### config.mk
export PLATFORM = sky130hd
export DESIGN_NAME = video_timing_scaler
export DESIGN_NICKNAME = d
export VERILOG_FILES = /design/src/rtl/video_timing_scaler.sv
export SDC_FILE = /design/constraint.sdc
export NUM_CORES = 1
export LEC_CHECK = 0
export BUFFER_PORTS_ARGS = -buffer_cell sky130_fd_sc_hd__buf_4
export CAP_MARGIN = 10
export CORE_ASPECT_RATIO = 1.5
export CORE_MARGIN = 2
export CORE_UTILIZATION = 40
export DETAILED_ROUTE_END_ITERATION = 8
export PLACE_DENSITY = 0.66
export SYNTH_ARGS = -nofsm -noshare
export SYNTH_HDL_FRONTEND = slang
export SYNTH_SLANG_ARGS = --single-unit
### constraint.sdc
create_clock -name i_clk -period 3.4 [get_ports i_clk]
set_input_delay 0.68 -clock i_clk [delete_from_list [all_inputs] [get_ports i_clk]]
set_output_delay 0.68 -clock i_clk [all_outputs]
set_load 0.01 [all_outputs]
### src/rtl/video_timing_scaler.sv
// Purpose : parametrised raster timing generator with an integer-upscaled frame-buffer window.
// Latency : fb_addr/fb_rd on the raw timeline; all video outputs RD_LAT+1 clocks after raw.
// Backpressure: none, free-running pixel clock; enable is honoured only at frame boundaries.
// Optional: define VIDEO_TIMING_SCALER_TESTPAT_EN to add i_tp_sel (colour-bar test pattern).
module video_timing_scaler #(
  parameter int H_ACTIVE = 1920,
  parameter int H_FP     = 88,
  parameter int H_SYNC   = 44,
  parameter int H_BP     = 148,
  parameter int V_ACTIVE = 1080,
  parameter int V_FP     = 4,
  parameter int V_SYNC   = 5,
  parameter int V_BP     = 36,
  parameter int HS_POL   = 1,
  parameter int VS_POL   = 1,
  parameter int CNT_W    = 12,
  parameter int SRC_W    = 640,
  parameter int SRC_H    = 480,
  parameter int SCALE    = 2,
  parameter int WIN_X    = 320,
  parameter int WIN_Y    = 60,
  parameter int ADDR_W   = 19,
  parameter int PIX_W    = 12,
  parameter int RD_LAT   = 1,
  parameter logic [PIX_W-1:0] BORDER = 12'h000
) (
  input  logic              i_clk,
  input  logic              i_reset,
  input  logic              i_enable,
`ifdef VIDEO_TIMING_SCALER_TESTPAT_EN
  input  logic              i_tp_sel,
`endif
  input  logic [PIX_W-1:0]  i_pix_in,
  output logic [ADDR_W-1:0] o_fb_addr,
  output logic              o_fb_rd,
  output logic [CNT_W-1:0]  o_hcnt,
  output logic [CNT_W-1:0]  o_vcnt,
  output logic              o_hsync,
  output logic              o_vsync,
  output logic              o_de,
  output logic              o_blank_n,
  output logic              o_sync_n,
  output logic [PIX_W-1:0]  o_pix_out,
  output logic              o_frame_start
);

  localparam int H_TOTAL = H_ACTIVE + H_FP + H_SYNC + H_BP;
  localparam int V_TOTAL = V_ACTIVE + V_FP + V_SYNC + V_BP;
  localparam int DLY     = RD_LAT + 1;
  localparam int SUB_W   = (SCALE > 1) ? $clog2(SCALE) : 1;

  localparam logic [CNT_W-1:0] H_LAST  = CNT_W'(H_TOTAL - 1);
  localparam logic [CNT_W-1:0] V_LAST  = CNT_W'(V_TOTAL - 1);
  localparam logic [CNT_W-1:0] H_ACT   = CNT_W'(H_ACTIVE);
  localparam logic [CNT_W-1:0] V_ACT   = CNT_W'(V_ACTIVE);
  localparam logic [CNT_W-1:0] HS_BEG  = CNT_W'(H_ACTIVE + H_FP);
  localparam logic [CNT_W-1:0] HS_END  = CNT_W'(H_ACTIVE + H_FP + H_SYNC);
  localparam logic [CNT_W-1:0] VS_BEG  = CNT_W'(V_ACTIVE + V_FP);
  localparam logic [CNT_W-1:0] VS_END  = CNT_W'(V_ACTIVE + V_FP + V_SYNC);
  localparam logic [CNT_W-1:0] WX_BEG  = CNT_W'(WIN_X);
  localparam logic [CNT_W-1:0] WX_END  = CNT_W'(WIN_X + SRC_W * SCALE);
  localparam logic [CNT_W-1:0] WX_LAST = CNT_W'(WIN_X + SRC_W * SCALE - 1);
  localparam logic [CNT_W-1:0] WY_BEG  = CNT_W'(WIN_Y);
  localparam logic [CNT_W-1:0] WY_END  = CNT_W'(WIN_Y + SRC_H * SCALE);
  localparam logic [SUB_W-1:0] SUB_LAST = SUB_W'(SCALE - 1);
  localparam logic [ADDR_W-1:0] SRC_W_A = ADDR_W'(SRC_W);
  localparam logic HS_ON = (HS_POL != 0);
  localparam logic VS_ON = (VS_POL != 0);

  // Parameter sanity: a bad configuration stops elaboration with a message.
  if (SCALE < 1) begin : g_err_scale
    $error("video_timing_scaler: SCALE must be >= 1");
  end
  if (WIN_X + SRC_W * SCALE > H_ACTIVE || WIN_Y + SRC_H * SCALE > V_ACTIVE) begin : g_err_win
    $error("video_timing_scaler: scaled window does not fit inside the active area");
  end
  if (RD_LAT < 0 || RD_LAT > 4) begin : g_err_lat
    $error("video_timing_scaler: RD_LAT must be 0..4");
  end
  if (H_TOTAL >= (1 << CNT_W) || V_TOTAL >= (1 << CNT_W)) begin : g_err_cnt
    $error("video_timing_scaler: CNT_W too narrow for the raster");
  end
  if (SRC_W * SRC_H > (1 << ADDR_W)) begin : g_err_addr
    $error("video_timing_scaler: ADDR_W too narrow for the source image");
  end

  typedef enum logic {S_PARKED, S_RUN} state_t;

  // Everything that travels with the pixel from the raw timeline to the pins.
  typedef struct packed {
    logic             hs;
    logic             vs;
    logic             de;
    logic             blank_n;
    logic             sync_n;
    logic             fs;
    logic             win;
    logic [CNT_W-1:0] hcnt;
    logic [CNT_W-1:0] vcnt;
`ifdef VIDEO_TIMING_SCALER_TESTPAT_EN
    logic             tp;
    logic [PIX_W-1:0] tp_pix;
`endif
  } pipe_t;

  state_t            r_state;
  logic [CNT_W-1:0]  r_rh;
  logic [CNT_W-1:0]  r_rv;
  logic [SUB_W-1:0]  r_xsub;
  logic [SUB_W-1:0]  r_ysub;
  logic [ADDR_W-1:0] r_src_x;
  logic [ADDR_W-1:0] r_line_base;
  pipe_t             r_pipe [1:DLY];
  logic [PIX_W-1:0]  r_pix;

  logic  w_run;
  logic  w_last_pix;
  logic  w_hs_act;
  logic  w_vs_act;
  logic  w_win;
  pipe_t w_raw;
  pipe_t w_idle;
  pipe_t w_pre;

  assign w_run      = (r_state == S_RUN);
  assign w_last_pix = (r_rh == H_LAST) && (r_rv == V_LAST);
  assign w_hs_act   = (r_rh >= HS_BEG) && (r_rh < HS_END);
  assign w_vs_act   = (r_rv >= VS_BEG) && (r_rv < VS_END);
  assign w_win      = w_run && (r_rh >= WX_BEG) && (r_rh < WX_END)
                            && (r_rv >= WY_BEG) && (r_rv < WY_END);

  // Run/park control and raw H/V counters; a stopped frame always runs to its last pixel.
  always_ff @(posedge i_clk) begin
    if (i_reset) begin
      r_state <= S_PARKED;
      r_rh    <= '0;
      r_rv    <= '0;
    end else begin
      case (r_state)
        S_PARKED: begin
          r_rh <= '0;
          r_rv <= '0;
          if (i_enable) r_state <= S_RUN;
        end
        S_RUN: begin
          if (w_last_pix) begin
            r_rh <= '0;
            r_rv <= '0;
            if (!i_enable) r_state <= S_PARKED;
          end else if (r_rh == H_LAST) begin
            r_rh <= '0;
            r_rv <= r_rv + 1'b1;
          end else begin
            r_rh <= r_rh + 1'b1;
          end
        end
        default: r_state <= S_PARKED;
      endcase
    end
  end

  // Incremental source addressing: x repeats each source pixel SCALE times, the line
  // base advances one source row every SCALE window lines, and both restart each frame.
  always_ff @(posedge i_clk) begin
    if (i_reset || !w_run) begin
      r_xsub      <= '0;
      r_ysub      <= '0;
      r_src_x     <= '0;
      r_line_base <= '0;
    end else begin
      if (w_win) begin
        if (r_xsub == SUB_LAST) begin
          r_xsub  <= '0;
          r_src_x <= r_src_x + 1'b1;
        end else begin
          r_xsub <= r_xsub + 1'b1;
        end
      end else begin
        r_xsub  <= '0;
        r_src_x <= '0;
      end
      if (w_last_pix) begin
        r_ysub      <= '0;
        r_line_base <= '0;
      end else if (w_win && (r_rh == WX_LAST)) begin
        if (r_ysub == SUB_LAST) begin
          r_ysub      <= '0;
          r_line_base <= r_line_base + SRC_W_A;
        end else begin
          r_ysub <= r_ysub + 1'b1;
        end
      end
    end
  end

`ifdef VIDEO_TIMING_SCALER_TESTPAT_EN
  logic [ADDR_W+2:0] w_sx8;
  logic [2:0]        w_bar;
  assign w_sx8 = {r_src_x, 3'b000};
  // Bar index = src_x*8/SRC_W, found by comparing against the seven bar edges.
  always_comb begin
    w_bar = '0;
    for (int k = 1; k < 8; k++) begin
      if (w_sx8 >= (ADDR_W+3)'(k * SRC_W)) w_bar = 3'(k);
    end
  end
`endif

  // Idle (parked/reset) values of the travelling signals.
  always_comb begin
    w_idle        = '0;
    w_idle.hs     = ~HS_ON;
    w_idle.vs     = ~VS_ON;
    w_idle.sync_n = 1'b1;
  end

  // Raw-timeline video flags; parked state produces the idle values.
  always_comb begin
    w_raw         = '0;
    w_raw.hs      = (w_run && w_hs_act) ? HS_ON : ~HS_ON;
    w_raw.vs      = (w_run && w_vs_act) ? VS_ON : ~VS_ON;
    w_raw.de      = w_run && (r_rh < H_ACT) && (r_rv < V_ACT);
    w_raw.blank_n = w_raw.de;
    w_raw.sync_n  = ~(w_run && (w_hs_act || w_vs_act));
    w_raw.fs      = w_run && (r_rh == '0) && (r_rv == '0);
    w_raw.win     = w_win;
    w_raw.hcnt    = r_rh;
    w_raw.vcnt    = r_rv;
`ifdef VIDEO_TIMING_SCALER_TESTPAT_EN
    w_raw.tp      = i_tp_sel;
    w_raw.tp_pix  = PIX_W'({{4{w_bar[2]}}, {4{w_bar[1]}}, {4{w_bar[0]}}});
`endif
  end

  // Alignment shift pipeline, cleared by reset so no stale frame leaks out.
  always_ff @(posedge i_clk) begin
    if (i_reset) begin
      for (int i = 1; i <= DLY; i++) r_pipe[i] <= w_idle;
    end else begin
      r_pipe[1] <= w_raw;
      for (int i = 2; i <= DLY; i++) r_pipe[i] <= r_pipe[i-1];
    end
  end

  // The stage that is in step with pix_in feeds the output pixel register.
  if (RD_LAT == 0) begin : g_pre_raw
    assign w_pre = w_raw;
  end else begin : g_pre_pipe
    assign w_pre = r_pipe[RD_LAT];
  end

  // Output pixel: black in blanking, frame data in the window, border colour elsewhere.
  always_ff @(posedge i_clk) begin
    if (i_reset) begin
      r_pix <= '0;
    end else if (!w_pre.de) begin
      r_pix <= '0;
    end else if (w_pre.win) begin
`ifdef VIDEO_TIMING_SCALER_TESTPAT_EN
      r_pix <= w_pre.tp ? w_pre.tp_pix : i_pix_in;
`else
      r_pix <= i_pix_in;
`endif
    end else begin
      r_pix <= BORDER;
    end
  end

`ifdef VIDEO_TIMING_SCALER_TESTPAT_EN
  assign o_fb_rd = w_win & ~i_tp_sel;
`else
  assign o_fb_rd = w_win;
`endif
  assign o_fb_addr     = w_win ? (r_line_base + r_src_x) : '0;
  assign o_hcnt        = r_pipe[DLY].hcnt;
  assign o_vcnt        = r_pipe[DLY].vcnt;
  assign o_hsync       = r_pipe[DLY].hs;
  assign o_vsync       = r_pipe[DLY].vs;
  assign o_de          = r_pipe[DLY].de;
  assign o_blank_n     = r_pipe[DLY].blank_n;
  assign o_sync_n      = r_pipe[DLY].sync_n;
  assign o_frame_start = r_pipe[DLY].fs;
  assign o_pix_out     = r_pix;

endmodule

==> qor.yml, run 1 <==
status: "finished, final reports clean"
boundaryPins: 77
worst_clock_skew_ns: 0.01009
seqPwrFrac_pct: 45.4
power.leakage_nw: 2.703
grt-ovfl-total: 0
die_y_um: 146.8
wl_um: 11260
layout.nets: 683
p_comb_share_pct: 1.6
rows: 52
via_count: 4174
dp_hpwl_um: 8143
synth_edf_count: 0
synth.avg_cell_area_um2: 9.406
die_area_um2: 14560
power_switching_uw: 719.7
gp_congestion: 0.9128
track_usage_pct: 15.88
worstMarginPinSlew_ns: 1.065
rsz0062_at_grt: "false"
syn_area_um2: 5436
grt_first_pass_wirelength_um: 18690
hold_buffers: 0
crit_arrival_ns: 2.58
critPathRequiredTime_ns: 2.72
area_growth_pct: 22.81
yosys_warnings: 0
clockRootBuffer: "clkbuf_16"
r2r_cells: 7
tns_ns: 0
whs_path_depth: 1
crit_path_start_kind: "flip-flop"
crit_chain: "or4b_1, a221o_1, or3_4, inv_8, nand2_1, mux2i_1, buf_4"
critical-path-max-stage-delay_ns: 0.54
async_flop_share_pct: 0
die_w_um: 99.19
grt_max_degree: 56
cts_tree: "done"
crit_path_top_delay_cell: "or4b_1"
cts.sinks: 129
worstHoldStart: "r_pipe[1][26]"
ys_types: 55
hp-class: "reg -> reg"
layoutNonFillerInstCount: 824
ys_seq_elements: 129
end_kind: "output port"
clk_pin_slew_ns: 0.06
maxSlewViolCount: 0
post_cts_resized: 1
setup_violations: 0
timing.rr.start: "r_rv[0]"
cts_max_path_buffers: 2
slew_headroom_pct: 28.99
p_clk_share_pct: 53.0
drc: 0
synth_cells: 578
yosys_most_used_dff: "dfxtp_1"
grt_pass1_vias: 3956
final.fill_count: 1213
placedCellCount: 792
fin_crit_sh_pct: 95.95
max-cap-violations: 0
crit_type: "reg -> out"
whs_endpoint: "r_pipe[2][26]"
critPathMaxFanout: 17
period_minus_slack_ns: 3.262
numCtsBuffers: 17
rr_endpoint: "r_line_base[15]"
hold_viol: 0
fin_ws_ns: 0.1377
core-area_um2: 13400
timing.hold.ws_ns: 0.4196
antenna_found_initial: 0
antennaDiodeCount: 0
post_cts_buffers: 0
cts_htree_levels: 4
pwr_density_cell_nw_per_um2: 501.0
final_layout_size_suffix_gt1_share_pct: 19.03
first_iter_violations: 133
viasPerCell: 5.066
p_sw_share_pct: 21.52
dp_slack_ns: 0.4035
ff2ff_setup_slack_ns: 0.95
first_pass_iters: 4
syn-num-nets: 612
ant_nets: 0
p_int_mw: 2.625
ir_drop_v: 0.0002673
insertion_delay_ns: 0.41
fmax_mhz: 306.5
initial_utilization_pct: 40.56
yosysSeqAreaShare_pct: 47.50
wl_per_cell_um: 13.67
port_buffers: 76
registers in the layout, indices dropped and copies added, names as in the netlist:
name and cells:
r_xsub 1, o_pix_out 12, r_rh 12, r_line_base 12
r_state 1, r_rv 12, r_pipe 59, r_ysub 1
r_src_x 19
critical path, delay by kind of cell, from the launching register on:
kind                   cells  cell delay, ns
DFF                        1            0.36
muxes                      1            0.14
AOI/OAI and AO/OA          1            0.31
and+or+nand+nor            3            1.08
buffers and inverters      2            0.29
per-stage QoR:
step	cell area, um2	utilization, %	total power, mW
floorplan	5436	-	1.583
global placement	6081	45.37	1.605
detailed placement	6081	45.37	1.606
CTS	6670	49.77	3.377
global route	6676	49.81	3.442
finish	6676	49.81	3.345
logic make-up after synthesis:
family	Yosys count	synth area share, %
buffers and inverters	45	4.189
and+or+nand+nor	275	27.78
xor gates and xnor gates	46	7.411
adders and majority gates	19	4.511
muxes	5	0.9436
DFF	129	47.50
AOI/OAI and AO/OA	59	7.664
cells in the final DEF, fill, tap and decap left out, drive strengths merged, types with 19 or more instances in the layout:
cell     n
buf     80
nor2b   43
xor2    27
and3    21
nand2   34
dfxtp  129
nor2    78
xnor2   19
inv     20
per-layer routing:
layer  GRT usage, %  wire length, um  up-vias
li1               -                -     2124
met1          18.78             4744     1939
met2          26.66             5713       88
met3          3.473              463       23
met4          8.425              338        0
met5              0                0        -
worst max-delay path by stage:
stage                     cells past startpoint     start  slack, ns       endpoint
after floorplan                               8  r_rh[11]       0.72   o_fb_addr[1]
after global placement                        7  r_rv[11]       0.45  o_fb_addr[17]
after detailed placement                      7  r_rv[11]       0.40  o_fb_addr[17]
after CTS                                     7  r_rv[11]       0.10  o_fb_addr[17]
after global routing                          7  r_rv[11]      0.003  o_fb_addr[18]
final                                         7  r_rv[11]       0.14  o_fb_addr[17]
power by group through the flow:
stage	logic, mW	clock network [mW]	registers, mW
global route	0.0578	1.86	1.52
CTS	0.0534	1.80	1.52
finish	0.0525	1.77	1.52
global placement	0.0525	0	1.55
detailed placement	0.0532	0	1.55
floorplan	0.0301	0	1.55
area by class of cell:
type	count	area [um2]	area share, %
Multi-Input combinational cell	404	2635	39.47
Sequential cell	129	2582	38.68
Inverter	17	71.32	1.068
Timing Repair Buffer	80	600.6	8.996
Clock buffer	18	429.2	6.428
Tap cell	162	202.7	3.036
Clock inverter	14	155.1	2.324
synthesized netlist by cell type (all sizes together) (3+ instances only):
cell type	number	share of area, %
a21o	5	0.69
a21oi	16	1.5
a31oi	3	0.35
and2	10	1.2
and3	21	2.4
and4	5	0.81
buf	12	1.8
clkbuf	16	1.1
dfxtp	129	48
ha	18	4.1
inv	16	1.1
mux2i	4	0.74
nand2	34	2.3
nand2b	9	1.2
nand3	15	1.4
nand4	18	2.1
nor2	78	5.4
nor2b	43	4.9
nor3	11	1.0
nor4	10	1.7
o2111ai	3	0.48
o211ai	6	0.83
o21a	3	0.41
o21ai	7	0.64
o21bai	4	0.55
or3	3	0.35
or4	8	1.2
xnor2	19	3.1
xor2	27	4.3
Note: power is estimated with default switching activity, not from simulation.
==> run 2, diff against run 1 <==
--- a/config.mk
+++ b/config.mk
@@ -7,11 +7,14 @@
 export LEC_CHECK = 0
 export BUFFER_PORTS_ARGS = -buffer_cell sky130_fd_sc_hd__buf_4
 export CAP_MARGIN = 10
+export CELL_PAD_IN_SITES_DETAIL_PLACEMENT = 0
+export CELL_PAD_IN_SITES_GLOBAL_PLACEMENT = 1
 export CORE_ASPECT_RATIO = 1.5
 export CORE_MARGIN = 2
 export CORE_UTILIZATION = 40
+export CTS_CLUSTER_DIAMETER = 80
 export DETAILED_ROUTE_END_ITERATION = 8
-export PLACE_DENSITY = 0.66
+export PLACE_DENSITY = 0.81
 export SYNTH_ARGS = -nofsm -noshare
 export SYNTH_HDL_FRONTEND = slang
 export SYNTH_SLANG_ARGS = --single-unit
==> run 2 against run 1 <==
  * Fmax rose by 0.27%
  * Global-route usage increased by 0.25 points
  * Sequential cell count did not move
  * Via count down 0.31%
  * Highest routed layer unchanged
==> qor.yml, run 2 (synthesis results as in run 1) <==
status: "finished, final reports clean"
pwr_density_cell_nw_per_um2: 488.9  # -2.4%
crit_path_start_kind: "flip-flop"
multi_input_area_um2: 2646  # +0.43%
wl_um: 11510  # +2.3%
setup_violations: 0  # unchanged
critPathMaxFanout: 17  # unchanged
grt_max_degree: 56  # unchanged
grt_pass1_vias: 3982  # +0.66%
insertion_delay_ns: 0.41  # about the same
initial_utilization_pct: 40.56  # unchanged
fin_total_pwr_mw: 3.246  # -3.0%
ff_latch_area_um2: 2584  # about the same
gp_congestion: 0.8837  # -3.2%
die_y_um: 146.8  # unchanged
wl_per_cell_um: 14.01  # +2.5%
clk_pin_slew_ns: 0.06  # about the same
slew_headroom_pct: 26.62  # -2.4 points
layout.nets: 681  # -0.29%
cts_max_path_buffers: 2  # unchanged
numCtsBuffers: 17  # unchanged
rsz0062_at_grt: "false"
port_buffers: 76  # unchanged
max-cap-violations: 0  # unchanged
dp_hpwl_um: 8281  # +1.7%
ant_nets: 0  # unchanged
largest_reg_flops: 59  # unchanged
placedCellCount: 790  # -0.25%
fmax_mhz: 307.3  # +0.27%
boundaryPins: 77  # unchanged
worstMarginPinSlew_ns: 1.101  # +0.03549 ns
worst_clock_skew_ns: 0.009165  # -0.0009221 ns
critPathRequiredTime_ns: 2.72  # about the same
post_cts_buffers: 0  # unchanged
cp.buffers_inverters: 2  # unchanged
die_area_um2: 14560  # unchanged
die_w_um: 99.19  # unchanged
antennaDiodeCount: 0  # unchanged
first_iter_violations: 227  # +71%
crit_arrival_ns: 2.57  # about the same
hold_viol: 0  # unchanged
layout_common_cells: "dfxtp_1 (128), nor2_1 (78), buf_4 (78)"
final_layout_size_suffix_gt1_share_pct: 19.24  # +0.21 points
tns_ns: 0  # unchanged
met2_length_um: 5981  # +4.7%
hold_buffers: 0  # unchanged
crit_chain: "or4b_1, a221o_1, or3_4, clkinv_4, nand2_1, mux2i_1, buf_4"
core-area_um2: 13400  # unchanged
dr.max_layer_used: "met4"
grt-ovfl-total: 0  # unchanged
ir_drop_v: 0.0002631  # -1.6%
fin_crit_sh_pct: 95.70  # -0.25 points
wl_met1_um: 4890  # +3.1%
via_count: 4161  # -0.31%
clockRootBuffer: "clkbuf_16"
cp_top_family: "simple AND/OR/NAND/NOR gates"
hp-class: "reg -> reg"
layout_commonest_cell: "dfxtp_1"
critical-path-max-stage-delay_ns: 0.54  # about the same
cts_tree: "done"
cts.sinks: 129  # unchanged
antenna_found_initial: 0  # unchanged
largest_register: "r_pipe"
end_kind: "output port"
track_usage_pct: 16.13  # +0.25 points
final.fill_count: 1250  # +3.1%
area_growth_pct: 22.12
drc: 0  # unchanged
rows: 52  # unchanged
fin_ws_ns: 0.1463  # +0.008621 ns
cts_htree_levels: 4  # unchanged
layoutNonFillerInstCount: 822  # -0.24%
dp_slack_ns: 0.4194  # +0.01588 ns
first_pass_iters: 4  # unchanged
maxSlewViolCount: 0  # unchanged
viasPerCell: 5.062  # about the same
crit_path_top_delay_cell: "or4b_1"
grt_first_pass_wirelength_um: 19030  # +1.8%
biggestRegsByFlops: "r_pipe: 59 flops, r_src_x: 19 flops"
period_minus_slack_ns: 3.254  # -0.008621 ns
crit_type: "reg -> out"
met3WireLength_um: 487  # +5.2%
power.leakage_nw: 2.665  # -1.4%
-- run 2: area by class of cell --
type,instances,area share [%]
timing repair buffer,78,8.820
inverter,17,1.037
multi-input combinational,404,39.86
clock buffer,18,6.464
sequential,129,38.92
tap,162,3.053
clock inverter,14,1.847
-- run 2: final timing paths --
kind	from	to	slack (ns)	cells past startpoint
hold reg to reg	r_pipe[1][26]	r_pipe[2][26]	0.42	1
setup reg to reg	r_rv[0]	r_line_base[15]	0.90	7
setup / recovery	r_rv[11]	o_fb_addr[17]	0.15	7
hold / removal	r_pipe[1][26]	r_pipe[2][26]	0.42	1
-- run 2: through the flow --
stage / instance area [um2] / util [%] / hold WS, ns
after floorplan: 5436 / - / 0.3895
after global placement: 6066 / 45.26 / 0.3985
after detailed placement: 6066 / 45.26 / 0.4098
after CTS: 6623 / 49.41 / 0.4235
after global routing: 6639 / 49.53 / 0.4422
final: 6639 / 49.53 / 0.4192
-- run 2: worst reg2reg max path, stage by stage (launching register included) --
cell	delay (ns)
dfxtp_1	0.33
inv_1	0.12
ha_1	0.16
or3b_2	0.48
nor4_2	0.48
a21o_1	0.46
nor2_1	0.08
mux2_2	0.27
-- run 2: repair_timing --
action                     in CTS  in global routing
pin swaps                       0                  1
setup endpoints to repair       2                  2
resized for setup               1                  4
-- run 2: report_power, final --
group	total, mW	internal [mW]	switching, mW
registers	1.52	1.52	0.00306
clock network	1.67	0.952	0.722
logic	0.0523	0.0214	0.0310
total	3.25	2.49	0.756
-- run 2: layer usage --
layer  up-vias  GRT usage [%]
met2        78          28.51
met3         8          4.282
met5         -              0
met4         0          5.753
met1      1957          18.53
li1       2118              -
